`src/rtl/jedro_1_mem_arbiter_if.sv`:
```
// Bus bundle between the two requesters (fetch, LSU), the arbiter and the
// single-port RAM. The arbiter uses the slave view; the requesters and RAM
// (the environment around the arbiter) use the master view.
interface jedro_1_mem_arbiter_if #(
   parameter int AW = 12
);
   logic          instr_req_i;
   logic [31:0]   instr_addr_i;
   logic          instr_gnt_o;
   logic          instr_rvalid_o;
   logic [31:0]   instr_rdata_o;
   logic          instr_err_o;

   logic          data_req_i;
   logic          data_we_i;
   logic [3:0]    data_be_i;
   logic [31:0]   data_addr_i;
   logic [31:0]   data_wdata_i;
   logic          data_gnt_o;
   logic          data_rvalid_o;
   logic [31:0]   data_rdata_o;
   logic          data_err_o;

   logic          mem_en_o;
   logic [3:0]    mem_we_o;
   logic [AW-1:0] mem_addr_o;
   logic [31:0]   mem_wdata_o;
   logic [31:0]   mem_rdata_i;

   modport slave (
      input  instr_req_i, instr_addr_i,
      output instr_gnt_o, instr_rvalid_o, instr_rdata_o, instr_err_o,
      input  data_req_i, data_we_i, data_be_i, data_addr_i, data_wdata_i,
      output data_gnt_o, data_rvalid_o, data_rdata_o, data_err_o,
      output mem_en_o, mem_we_o, mem_addr_o, mem_wdata_o,
      input  mem_rdata_i
   );

   modport master (
      output instr_req_i, instr_addr_i,
      input  instr_gnt_o, instr_rvalid_o, instr_rdata_o, instr_err_o,
      output data_req_i, data_we_i, data_be_i, data_addr_i, data_wdata_i,
      input  data_gnt_o, data_rvalid_o, data_rdata_o, data_err_o,
      input  mem_en_o, mem_we_o, mem_addr_o, mem_wdata_o,
      output mem_rdata_i
   );
endinterface

```
`src/rtl/jedro_1_mem_arbiter.sv`:
```
// Two-requester arbiter in front of a single-port synchronous RAM.
// Data has priority; a streak counter forces one fetch grant after
// MAX_DATA_STREAK contested data grants. Grants are combinational and each
// grant produces exactly one response on the following cycle.
module jedro_1_mem_arbiter #(
   parameter logic [31:0] MEM_BASE        = 32'h8000_0000,
   parameter int unsigned MEM_SIZE_WORDS  = 4096,
   parameter int unsigned MAX_DATA_STREAK = 4
) (
   input logic clk_i,
   input logic rstn_i,
   jedro_1_mem_arbiter_if.slave bus
);
   localparam int AW = $clog2(MEM_SIZE_WORDS);
   localparam int SW = $clog2(MAX_DATA_STREAK + 1);
   localparam logic [31:0]   MEM_BYTES  = 32'(MEM_SIZE_WORDS) << 2;
   localparam logic [SW-1:0] STREAK_MAX = SW'(MAX_DATA_STREAK);

   typedef enum logic [1:0] {
      OWN_NONE  = 2'd0,
      OWN_INSTR = 2'd1,
      OWN_DATA  = 2'd2
   } owner_e;

   owner_e        owner_r, owner_s;
   logic          err_r, err_s;
   logic          rd_r, rd_s;
   logic [SW-1:0] streak_r, streak_s;

   logic          contested_s, force_fetch_s;
   logic          gnt_data_s, gnt_instr_s, gnt_any_s;
   logic          in_range_s, is_write_s;
   logic [31:0]   sel_addr_s, offset_s;

   // Arbitration and window decode of the granted request (grants held off in reset)
   always_comb begin
      contested_s   = bus.instr_req_i & bus.data_req_i;
      force_fetch_s = contested_s & (streak_r == STREAK_MAX);
      gnt_data_s    = rstn_i & bus.data_req_i & ~force_fetch_s;
      gnt_instr_s   = rstn_i & bus.instr_req_i & ~gnt_data_s;
      gnt_any_s     = gnt_data_s | gnt_instr_s;
      if (gnt_data_s) begin
         sel_addr_s = bus.data_addr_i;
      end else begin
         sel_addr_s = bus.instr_addr_i;
      end
      // Unsigned wrap makes addresses below the base look huge, so one compare suffices
      offset_s   = sel_addr_s - MEM_BASE;
      in_range_s = (offset_s < MEM_BYTES);
      is_write_s = gnt_data_s & bus.data_we_i;
   end

   // RAM port drive and grant outputs; out-of-window accesses never touch the RAM
   always_comb begin
      bus.instr_gnt_o = gnt_instr_s;
      bus.data_gnt_o  = gnt_data_s;
      bus.mem_en_o    = gnt_any_s & in_range_s;
      if (is_write_s && in_range_s) begin
         bus.mem_we_o = bus.data_be_i;
      end else begin
         bus.mem_we_o = 4'b0000;
      end
      bus.mem_addr_o  = offset_s[AW+1:2];
      bus.mem_wdata_o = bus.data_wdata_i;
   end

   // Next response owner and streak counter
   always_comb begin
      owner_s  = OWN_NONE;
      err_s    = 1'b0;
      rd_s     = 1'b0;
      streak_s = streak_r;
      if (gnt_data_s) begin
         owner_s = OWN_DATA;
      end else if (gnt_instr_s) begin
         owner_s = OWN_INSTR;
      end else begin
         owner_s = OWN_NONE;
      end
      err_s = gnt_any_s & ~in_range_s;
      rd_s  = gnt_any_s & in_range_s & ~is_write_s;
      if (!bus.instr_req_i || gnt_instr_s) begin
         streak_s = '0;
      end else if (contested_s && gnt_data_s && (streak_r != STREAK_MAX)) begin
         streak_s = streak_r + SW'(1);
      end else begin
         streak_s = streak_r;
      end
   end

   // State registers; reset drops any in-flight response
   always_ff @(posedge clk_i or negedge rstn_i) begin
      if (!rstn_i) begin
         owner_r  <= OWN_NONE;
         err_r    <= 1'b0;
         rd_r     <= 1'b0;
         streak_r <= '0;
      end else begin
         owner_r  <= owner_s;
         err_r    <= err_s;
         rd_r     <= rd_s;
         streak_r <= streak_s;
      end
   end

   // Route the response to its owner; writes and errors return zero data
   always_comb begin
      bus.instr_rvalid_o = (owner_r == OWN_INSTR);
      bus.data_rvalid_o  = (owner_r == OWN_DATA);
      bus.instr_err_o    = (owner_r == OWN_INSTR) & err_r;
      bus.data_err_o     = (owner_r == OWN_DATA) & err_r;
      if ((owner_r == OWN_INSTR) && rd_r) begin
         bus.instr_rdata_o = bus.mem_rdata_i;
      end else begin
         bus.instr_rdata_o = 32'h0000_0000;
      end
      if ((owner_r == OWN_DATA) && rd_r) begin
         bus.data_rdata_o = bus.mem_rdata_i;
      end else begin
         bus.data_rdata_o = 32'h0000_0000;
      end
   end
endmodule

```
`src/flat_wrapper.sv`:
```
// flat-port wrapper written by rule: the top's interface ports become plain ports
module jedro_1_mem_arbiter_flat 
#(
   parameter logic [31:0] MEM_BASE        = 32'h8000_0000,
   parameter int unsigned MEM_SIZE_WORDS  = 4096,
   parameter int unsigned MAX_DATA_STREAK = 4
)
  (clk_i, rstn_i, bus_instr_req_i, bus_instr_addr_i, bus_instr_gnt_o, bus_instr_rvalid_o, bus_instr_rdata_o, bus_instr_err_o, bus_data_req_i, bus_data_we_i, bus_data_be_i, bus_data_addr_i, bus_data_wdata_i, bus_data_gnt_o, bus_data_rvalid_o, bus_data_rdata_o, bus_data_err_o, bus_mem_en_o, bus_mem_we_o, bus_mem_addr_o, bus_mem_wdata_o, bus_mem_rdata_i);
  jedro_1_mem_arbiter_if bus_i ();
  input logic clk_i;
  input logic rstn_i;
  input wire logic [$bits(bus_i.instr_req_i)-1:0] bus_instr_req_i;
  input wire logic [$bits(bus_i.instr_addr_i)-1:0] bus_instr_addr_i;
  output wire logic [$bits(bus_i.instr_gnt_o)-1:0] bus_instr_gnt_o;
  output wire logic [$bits(bus_i.instr_rvalid_o)-1:0] bus_instr_rvalid_o;
  output wire logic [$bits(bus_i.instr_rdata_o)-1:0] bus_instr_rdata_o;
  output wire logic [$bits(bus_i.instr_err_o)-1:0] bus_instr_err_o;
  input wire logic [$bits(bus_i.data_req_i)-1:0] bus_data_req_i;
  input wire logic [$bits(bus_i.data_we_i)-1:0] bus_data_we_i;
  input wire logic [$bits(bus_i.data_be_i)-1:0] bus_data_be_i;
  input wire logic [$bits(bus_i.data_addr_i)-1:0] bus_data_addr_i;
  input wire logic [$bits(bus_i.data_wdata_i)-1:0] bus_data_wdata_i;
  output wire logic [$bits(bus_i.data_gnt_o)-1:0] bus_data_gnt_o;
  output wire logic [$bits(bus_i.data_rvalid_o)-1:0] bus_data_rvalid_o;
  output wire logic [$bits(bus_i.data_rdata_o)-1:0] bus_data_rdata_o;
  output wire logic [$bits(bus_i.data_err_o)-1:0] bus_data_err_o;
  output wire logic [$bits(bus_i.mem_en_o)-1:0] bus_mem_en_o;
  output wire logic [$bits(bus_i.mem_we_o)-1:0] bus_mem_we_o;
  output wire logic [$bits(bus_i.mem_addr_o)-1:0] bus_mem_addr_o;
  output wire logic [$bits(bus_i.mem_wdata_o)-1:0] bus_mem_wdata_o;
  input wire logic [$bits(bus_i.mem_rdata_i)-1:0] bus_mem_rdata_i;
  assign bus_i.instr_req_i = bus_instr_req_i;
  assign bus_i.instr_addr_i = bus_instr_addr_i;
  assign bus_instr_gnt_o = bus_i.instr_gnt_o;
  assign bus_instr_rvalid_o = bus_i.instr_rvalid_o;
  assign bus_instr_rdata_o = bus_i.instr_rdata_o;
  assign bus_instr_err_o = bus_i.instr_err_o;
  assign bus_i.data_req_i = bus_data_req_i;
  assign bus_i.data_we_i = bus_data_we_i;
  assign bus_i.data_be_i = bus_data_be_i;
  assign bus_i.data_addr_i = bus_data_addr_i;
  assign bus_i.data_wdata_i = bus_data_wdata_i;
  assign bus_data_gnt_o = bus_i.data_gnt_o;
  assign bus_data_rvalid_o = bus_i.data_rvalid_o;
  assign bus_data_rdata_o = bus_i.data_rdata_o;
  assign bus_data_err_o = bus_i.data_err_o;
  assign bus_mem_en_o = bus_i.mem_en_o;
  assign bus_mem_we_o = bus_i.mem_we_o;
  assign bus_mem_addr_o = bus_i.mem_addr_o;
  assign bus_mem_wdata_o = bus_i.mem_wdata_o;
  assign bus_i.mem_rdata_i = bus_mem_rdata_i;
  jedro_1_mem_arbiter #(.MEM_BASE(MEM_BASE), .MEM_SIZE_WORDS(MEM_SIZE_WORDS), .MAX_DATA_STREAK(MAX_DATA_STREAK)) u_core (.clk_i(clk_i), .rstn_i(rstn_i), .bus(bus_i));
endmodule
```
`config.mk`:
```
export PLATFORM = sky130hd
export DESIGN_NAME = jedro_1_mem_arbiter_flat
export DESIGN_NICKNAME = d
export VERILOG_FILES = /design/src/rtl/jedro_1_mem_arbiter_if.sv /design/src/rtl/jedro_1_mem_arbiter.sv /design/src/flat_wrapper.sv
export SDC_FILE = /design/constraint.sdc
export NUM_CORES = 1
export LEC_CHECK = 0
export CAP_MARGIN = 40
export CORE_AREA = 4 4 96 98
export CTS_CLUSTER_DIAMETER = 200
export DETAILED_ROUTE_END_ITERATION = 6
export DIE_AREA = 0 0 100 102
export GPL_ROUTABILITY_DRIVEN = 0
export PLACE_DENSITY = 0.76
export SKIP_LAST_GASP = 1
export SYNTH_ARGS = -nofsm -noshare
export SYNTH_HDL_FRONTEND = slang
export SYNTH_SLANG_ARGS = --single-unit
```
`constraint.sdc`:
```
create_clock -name clk_i -period 4.8 [get_ports clk_i]
set_input_delay 1.44 -clock clk_i [delete_from_list [all_inputs] [get_ports clk_i]]
set_output_delay 1.44 -clock clk_i [all_outputs]
set_load 0.1 [all_outputs]
```
==> impl_metrics.ini, run 1 <==
[floorplan]
fp.dieH_um = 102
die-area_um2 = 10200
die_x_um = 100
start_util_pct = 16.0
boundaryPins = 256
coreArea_um2 = 8470
row_count = 34

[routing]
routed_via_density = 4.36
vias = 2010
drt-wirelength-per-cell_um = 12.8
drtIter0Drc = 41
drc_errors = 0
wl_mm = 5.90
final_antenna_net_count = 0
dr.pass1.iters = 4

[clocking]
h-tree-depth = 1
clock-sinks = 7
cts_buffers = 3
root_buffer = clkbuf_8
postCtsSetupBuffers = 0
clkTransAtPathRegs_ps = 40
ctsHoldBuffers = 0
cts_tree = done
clkLatencyLatePin_ps = 230
cts_resized = 0
clk_path_buf_depth = 2

[yosys]
ys_top_cells_by_area = and3_1 30%, buf_4 18%, dfrtp_1 13%
synth.distinct_cells = 27
syn-num-nets = 344
netlist_area_um2 = 1350
synth_seq_cells = 7
postSynthCellCount = 205
synth-warning-count = 0
synth_top_area_cell = and3_1
yosysTopAreaCellShare_pct = 30.1
syn_avg_cell_area_um2 = 6.59
synth_seq_area_share_pct = 13.0

[place]
io_buffers = 187
dp_hpwl_mm = 5.20

[timing]
skew_ps = 1.75
finalSetupTns_ps = 0
slew_viol_final = 0
min_period_over_period_pct = 94.7
period_minus_slack_ps = 4540
fmax_ghz = 0.220
hold_viol = 0
worst_pin_slew_ps = 542
rsz0062_at_grt = no
slew_headroom_pct = 63.9
finalSetupViolations = 0

[layout]
final_nets = 493
syn2layout_area_growth_pct = 137
n_fill_cell = 833
layout_common_cells = 100 x clkdlybuf4s50_1, 70 x buf_4, 65 x and3_1
multi_input_area_um2 = 867
drive_above_1_share_pct = 29.5
regArea_um2 = 175
layout_commonest_cell = clkdlybuf4s50_1
diodes = 0

[critical_path]
arrival_ps = 3100
startpoint = bus_data_addr_i[25]
required_ps = 3360
r2r-end = u_core.rd_r
reg2regPathDepth = 6
worstSetupStartpointType = primary input
crit_end = bus_mem_we_o[2]
crit_fanout = 4
rrSetupSlack_ps = 3110
r2r_start = u_core.streak_r[0]
crit_path_end_kind = output pin
worstSetupPathType = primary input to output pin

[run_status]
status = complete, no violations

[global_routing]
grt_first_pass_wirelength_mm = 8.23
grt_start_max_net_pins = 45
antenna_found_initial = 0
grt-ovfl-total = 0
grt_pass1_vias = 1872
grt_usage_pct = 9.83

[job]
cap_viol_max_count = 0

[pwr]
swShare_pct = 38.8
p_clk_share_pct = 22.0
switchingPower_mw = 0.150
peakVddDrop_uv = 86.1
p_leak_nw = 1.69
intPower_mw = 0.237
finalPower_mw = 0.387
power.share.combinational_pct = 61.9
power_density_nw_per_um2 = 121
seq_power_share_pct = 16.1

[worst_hold_path]
hold_class = register to register
flip-flops by register name (all words and copies together), names as in the netlist:
| signal | cells |
|---|---|
| u_core.streak_r | 3 |
| u_core.owner_r | 2 |
| u_core.err_r | 1 |
| u_core.rd_r | 1 |
per-layer routing:
layer / part of all wire, % / global-route usage (%) / wire, um / vias to the layer above
li1: - / - / - / 967
met1: 32 / 9.50 / 1900 / 857
met2: 45 / 17.3 / 2660 / 175
met3: 21 / 5.60 / 1210 / 11
met4: 2.2 / 4.15 / 130 / 0
met5: 0 / 0 / 0 / -
layout make-up:
class	count	area share (%)
Sequential cell	7	5.47
Tap cell	108	4.22
Timing Repair Buffer	192	61.4
Multi-Input combinational cell	146	27.1
Inverter	4	0.469
Clock buffer	4	1.41
power groups by stage:
stage | Clock [mW] | Combinational (mW) | Sequential (mW)
final | 0.0852 | 0.240 | 0.0623
after global routing | 0.0891 | 0.251 | 0.0625
after CTS | 0.0879 | 0.242 | 0.0624
after detailed placement | 0 | 0.242 | 0.0632
after global placement | 0 | 0.237 | 0.0630
after floorplan | 0 | 0.227 | 0.0627
worst min path at each step:
stage	start	to	slack [ps]	cells after the start
after floorplan	u_core.streak_r[2]	u_core.streak_r[2]	560	2
after global placement	u_core.streak_r[2]	u_core.streak_r[2]	570	2
after detailed placement	u_core.streak_r[2]	u_core.streak_r[2]	600	2
after CTS	u_core.streak_r[2]	u_core.streak_r[2]	610	2
after global routing	u_core.streak_r[2]	u_core.streak_r[2]	640	2
final	u_core.streak_r[2]	u_core.streak_r[2]	600	2
synth_stat cells (all sizes together):
cell type  number
and3           65
nand2          38
buf            33
clkbuf         15
and2            8
dfrtp           7
nor4            7
nand3           5
inv             4
o21ai           4
nor2            3
a21boi          2
and3b           2
ha              2
nor2b           2
nor4b           2
a21oi           1
a221oi          1
nand2b          1
nand4           1
nor3b           1
or3             1
through the flow:
stage	hold slack, ps	std cells	setup WS [ps]	instance area, um^2	utilization, %
2_1_floorplan	557	205	155	1360	-
3_3_place_gp	571	454	222	3100	36.6
3_5_place_dp	602	457	212	3160	37.3
4_1_cts	611	461	201	3200	37.8
5_1_grt	636	461	115	3200	37.8
6_report	605	461	256	3200	37.8
critical path, cell delays in order:
cell             delay, ps
clkdlybuf4s50_1        410
nor4b_2                270
nand3_1                120
nor4_1                 420
and2_1                 250
buf_12                 180
logic make-up (layout without fill, tap and decap cells):
logic type      count (synthesis)  count (layout)  share of synthesized area (%)
simple gates                  136             136                           57.6
buf+inv                        52             200                           23.5
compound gates                  8               8                           4.07
flops                           7               7                           13.0
fa+ha+maj                       2               2                           1.85
(Power assumes the default switching activity.)
==> inputs of run 2 (changes only) <==
--- a/config.mk
+++ b/config.mk
@@ -5,13 +5,14 @@
 export SDC_FILE = /design/constraint.sdc
 export NUM_CORES = 1
 export LEC_CHECK = 0
+export ABC_AREA = 1
 export CAP_MARGIN = 40
-export CORE_AREA = 4 4 96 98
+export CORE_AREA = 5 5 95 97
 export CTS_CLUSTER_DIAMETER = 200
 export DETAILED_ROUTE_END_ITERATION = 6
 export DIE_AREA = 0 0 100 102
 export GPL_ROUTABILITY_DRIVEN = 0
-export PLACE_DENSITY = 0.76
+export PLACE_DENSITY = 0.79
 export SKIP_LAST_GASP = 1
 export SYNTH_ARGS = -nofsm -noshare
 export SYNTH_HDL_FRONTEND = slang
==> impl_metrics.ini, run 2 <==
[run_status]
status = complete, no violations

[layout]
top_register = u_core.streak_r
reg.largest.list = u_core.streak_r x3, u_core.owner_r x2
syn2layout_area_growth_pct = 147
n_fill_cell = 803
layout_commonest_cell = clkdlybuf4s50_1
diodes = 0
largest_register_ff_count = 3
design_area_um2 = 3350
layout_common_cells = 104 x clkdlybuf4s50_1, 94 x nor2_1, 67 x buf_4
final_nets = 572
drive_above_1_share_pct = 24.1

[routing]
drc_errors = 0
wl_mm = 6.40
vias = 2114
drt-wirelength-per-cell_um = 11.9
final_antenna_net_count = 0
routed_via_density = 3.94
dr.pass1.iters = 4
drtIter0Drc = 24

[clocking]
root_buffer = clkbuf_8
cts_tree = done
clkTransAtPathRegs_ps = 40
clock-sinks = 7
cts_resized = 0
h-tree-depth = 1
clkLatencyLatePin_ps = 230
cts_buffers = 3
postCtsSetupBuffers = 0
clk_path_buf_depth = 2
ctsHoldBuffers = 0

[timing]
fmax_ghz = 0.227
period_minus_slack_ps = 4410
finalSetupViolations = 0
min_period_over_period_pct = 91.9
hold_viol = 0
worst_pin_slew_ps = 417
rsz0062_at_grt = no
skew_ps = 2.96
slew_viol_final = 0
slew_headroom_pct = 72.1

[yosys]
postSynthCellCount = 272
synth_fa_ha_area_share_pct = 1.84
synth_top_family_by_area = simple AND/OR/NAND/NOR gates
synth-edff-count = 0
synth-simple-area-share_pct = 47.2
syn-num-nets = 411
synthTopCellsByCount = 95 x nor2_1, 56 x inv_1, 54 x nand2_1
netlist_area_um2 = 1360
yosysMostFrequentCell = nor2_1
synth-compound-area-share_pct = 0.737
synthMuxAreaShare_pct = 0
yosysTopAreaCellShare_pct = 26.2
synth.distinct_cells = 20
synth_top_area_cell = nor2_1
ys_top_cells_by_area = nor2_1 26%, buf_4 18%, inv_1 15%
syn_avg_cell_area_um2 = 5.00
synth-warning-count = 0
synth-main-ff-cell = dfrtp_1
synth_seq_cells = 7
ys_async_sr_fraction_pct = 100
synth_seq_area_share_pct = 12.9
synthXorXnorAreaFrac_pct = 0.645

[worst_hold_path]
hold_class = register to register

[global_routing]
grt_start_max_net_pins = 28
met2_usage_pct = 22.1
grt_first_pass_wirelength_mm = 9.66
grt_pass1_vias = 2140
antenna_found_initial = 0
globalRouteMet3Util_pct = 7.10
grt_busiest_layer = met2
met1_usage_pct = 10.6
grt_usage_pct = 11.7
grt-ovfl-total = 0

[critical_path]
crit_path_end_kind = output pin
cp_top_family = buffers and inverters
crit_fanout = 5
crit_chain = clkdlybuf4s50_1, nand3_2, nand2_4, inv_4, nor2_2, nand2_1, nand2_2, nand2_2, nor2_1, buf_12
required_ps = 3360
max_stage_delay_ps = 560
cp_common_cell = nand2_2
critPathBufInv = 3
arrival_ps = 2970
worstSetupStartpointType = primary input
rrSetupSlack_ps = 3460
critPathSlowestCell = clkdlybuf4s50_1
worstSetupPathType = primary input to output pin

[place]
dp_hpwl_mm = 5.95
place_area_um2 = 3300
io_buffers = 187

[floorplan]
boundaryPins = 256
fp.dieH_um = 102
start_util_pct = 16.9
die-area_um2 = 10200
die_x_um = 100
coreArea_um2 = 8050
row_count = 33

[pwr]
finalPower_mw = 0.402
power_density_nw_per_um2 = 120
peakVddDrop_uv = 119
p_leak_nw = 1.82

[job]
cap_viol_max_count = 0
run 2: cell count changes in the layout (fill, tap and decap cells not counted), sizes merged, moves of 4 or more:
cell	previous run	this run
and2	8	1
and3	65	0
clkdlybuf4s50	100	104
inv	4	58
nand2	38	57
nor2	3	96
nor4	7	0
run 2: cells by family after synthesis:
| logic type | Yosys count |
|---|---|
| AND/OR/NAND/NOR | 162 |
| buffers and inverters | 98 |
| flip-flops | 7 |
| AO/OA/AOI/OAI | 2 |
| adder cells (fa/ha/maj) | 2 |
| XOR/XNOR | 1 |
run 2: tightest hold or removal path, delay by kind of cell (launching register included):
family,cells,cell delay (ps)
DFF,1,370
AOI/OAI and AO/OA,1,80
buffers and inverters,1,80
run 2: power by group:
part,internal (mW),switching [mW]
Clock,0.0562,0.0265
Combinational,0.128,0.129
Sequential,0.0612,0.000952
run 2: metrics by stage:
step / hold slack, ps / setup slack [ps] / cells / utilization, % / TNS (ps)
finish: 575 / 390 / 537 / 41.6 / 0
floorplan: 535 / -157 / 272 / - / -8710
global placement: 551 / 396 / 527 / 39.0 / 0
global route: 621 / 227 / 537 / 41.6 / 0
detailed placement: 578 / 378 / 533 / 41.0 / 0
CTS: 581 / 372 / 537 / 41.6 / 0
run 2: layer usage:
metal | vias up | share of wire [%]
met5 | - | 0
met4 | 0 | 1.1
met3 | 7 | 19
met2 | 184 | 47
met1 | 869 | 32
li1 | 1054 | -
run 2: final timing paths:
path | start | endpoint | cells after the start
max in group asynchronous | rstn_i | u_core.streak_r[0] | 2
worst min-delay path | u_core.streak_r[1] | u_core.streak_r[1] | 2
worst max-delay path | bus_instr_req_i | bus_mem_we_o[0] | 10
worst max register to register | u_core.streak_r[0] | u_core.streak_r[0] | 8
worst min register to register | u_core.streak_r[1] | u_core.streak_r[1] | 2
min in group asynchronous | rstn_i | u_core.owner_r[0] | 2
run 2: area by class of cell:
cell class / instances / area [um^2] / area share [%]
inverter: 58 / 220 / 6.57
multi-input combinational: 167 / 688 / 20.5
timing repair buffer: 196 / 2090 / 62.4
clock buffer: 3 / 41.3 / 1.23
clock inverter: 1 / 5.00 / 0.149
tap: 105 / 131 / 3.92
sequential: 7 / 175 / 5.23
==> inputs of run 3 (changes only) <==
--- a/config.mk
+++ b/config.mk
@@ -12,7 +12,8 @@
 export DETAILED_ROUTE_END_ITERATION = 6
 export DIE_AREA = 0 0 100 102
 export GPL_ROUTABILITY_DRIVEN = 0
-export PLACE_DENSITY = 0.79
+export GPL_TIMING_DRIVEN = 0
+export PLACE_DENSITY = 0.71
 export SKIP_LAST_GASP = 1
 export SYNTH_ARGS = -nofsm -noshare
 export SYNTH_HDL_FRONTEND = slang
==> impl_metrics.ini, run 3 (same netlist as run 2, synthesis figures left out) <==
[clocking]
clock-sinks = 7
cts_resized = 9
postCtsSetupBuffers = 0
ctsHoldBuffers = 0
cts_tree = done
clkLatencyLatePin_ps = 220
clk_path_buf_depth = 2
h-tree-depth = 1
root_buffer = clkbuf_8
clkTransAtPathRegs_ps = 40
cts_buffers = 3

[job]
cap_viol_max_count = 0

[global_routing]
grt-ovfl-total = 0
grt_pass1_vias = 3281
grt_first_pass_wirelength_mm = 17.2
antenna_found_initial = 0
grt_usage_pct = 21.7
grt_start_max_net_pins = 12

[routing]
drc_errors = 0
drt-wirelength-per-cell_um = 15.9
dr.pass1.iters = 4
final_antenna_net_count = 0
vias = 2926
drtIter0Drc = 31
routed_via_density = 4.10
wl_mm = 11.3

[floorplan]
start_util_pct = 16.9
die_x_um = 100
coreArea_um2 = 8050
boundaryPins = 256
row_count = 33
die-area_um2 = 10200
fp.dieH_um = 102

[timing]
worst_pin_slew_ps = 449
whs_ps = 578
fmax_ghz = 0.216
slew_viol_final = 0
period_minus_slack_ps = 4620
hold_viol = 0
skew_ps = 0.203
min_period_over_period_pct = 96.3
finalSetupViolations = 0
slew_headroom_pct = 70.1
rsz0062_at_grt = no

[layout]
layout_common_cells = 212 x clkdlybuf4s50_1, 96 x buf_8, 94 x nor2_1
largest_register_ff_count = 3
finalNonFillerCells = 713
layout_commonest_cell = clkdlybuf4s50_1
diodes = 0
top_register = u_core.streak_r
drive_above_1_share_pct = 27.6
reg.largest.list = u_core.streak_r x3, u_core.owner_r x2
n_fill_cell = 513
final_nets = 748
syn2layout_area_growth_pct = 320

[pwr]
switchingPower_mw = 0.286
intPower_mw = 0.330
finalPower_mw = 0.616
seq_power_share_pct = 10.2
p_leak_nw = 2.73
p_clk_share_pct = 13.1
power.share.combinational_pct = 76.7
peakVddDrop_uv = 117
swShare_pct = 46.4
power_density_nw_per_um2 = 108

[critical_path]
required_ps = 3360
arrival_ps = 3180
crit_fanout = 17
worstSetupPathType = primary input to output pin
worstSetupStartpointType = primary input
crit_path_end_kind = output pin

[worst_hold_path]
hold_class = register to register

[place]
post-place-cells = 715
dp_hpwl_mm = 10.8
io_buffers = 219

[run_status]
status = complete, no violations
run 3: cell count changes in the layout (fill, tap and decap cells not counted):
| cell | change |
|---|---|
| clkdlybuf4s50_1 | +108 |
| clkbuf_1 | +3 |
| buf_4 | -35 |
| dlygate4sd2_1 | +1 |
| clkinv_2 | -1 |
| buf_16 | +12 |
| buf_2 | +5 |
| clkdlybuf4s15_2 | +1 |
| buf_8 | +96 |
| buf_12 | -14 |
run 3: final timing paths:
| path | end | depth (start not counted) | slack (ps) | start |
|---|---|---|---|---|
| setup reg to reg | u_core.rd_r | 10 | 3410 | u_core.streak_r[0] |
| hold reg to reg | u_core.streak_r[1] | 2 | 580 | u_core.streak_r[1] |
| max in group asynchronous | u_core.err_r | 1 | 3430 | rstn_i |
| min in group asynchronous | u_core.streak_r[2] | 1 | 1170 | rstn_i |
| setup / recovery | bus_mem_addr_o[11] | 9 | 180 | bus_data_req_i |
| hold / removal | u_core.streak_r[1] | 2 | 580 | u_core.streak_r[1] |
run 3: area by class of cell:
cell class | instances | area [um^2] | share of cell area [%]
inverter | 58 | 220 | 3.86
sequential | 7 | 175 | 3.07
timing repair buffer | 333 | 4180 | 73.2
tap | 105 | 131 | 2.30
multi-input combinational | 167 | 688 | 12.0
buffer | 39 | 273 | 4.78
clock buffer | 4 | 45.0 | 0.789
run 3: per-stage QoR:
| stage | instance area (um^2) | setup WS [ps] | setup TNS (ps) | utilization [%] |
|---|---|---|---|---|
| after detailed placement | 5700 | -413 | -5990 | 70.8 |
| after global routing | 5710 | 37.0 | 0 | 70.9 |
| after global placement | 3680 | -788 | -13370 | 45.8 |
| after CTS | 5730 | -33.6 | -33.6 | 71.2 |
| final | 5710 | 177 | 0 | 70.9 |
| after floorplan | 1360 | -157 | -8710 | - |
run 3: routing by layer:
metal | routed length, um | vias up | GRT usage, %
met3 | 1170 | 54 | 6.89
met5 | 0 | - | 0
met1 | 3350 | 1252 | 18.6
met2 | 6020 | 215 | 42.6
met4 | 759 | 0 | 14.1
li1 | - | 1405 | -
run 3: power by group through the flow:
stage          registers [mW]  clock network [mW]  logic (mW)
6_report               0.0626              0.0807       0.472
5_1_grt                0.0628              0.0890       0.490
4_1_cts                0.0626              0.0819       0.475
3_5_place_dp           0.0634                   0       0.474
3_3_place_gp           0.0634                   0       0.372
2_1_floorplan          0.0628                   0       0.237
run 3: critical path: stages:
cell and delay, ps:
clkdlybuf4s50_1 450, nand2_1 60, inv_2 90, nand2_4 80, inv_4 160, nand2_1 80
nand2_1 90, clkdlybuf4s50_1 520, buf_8 200
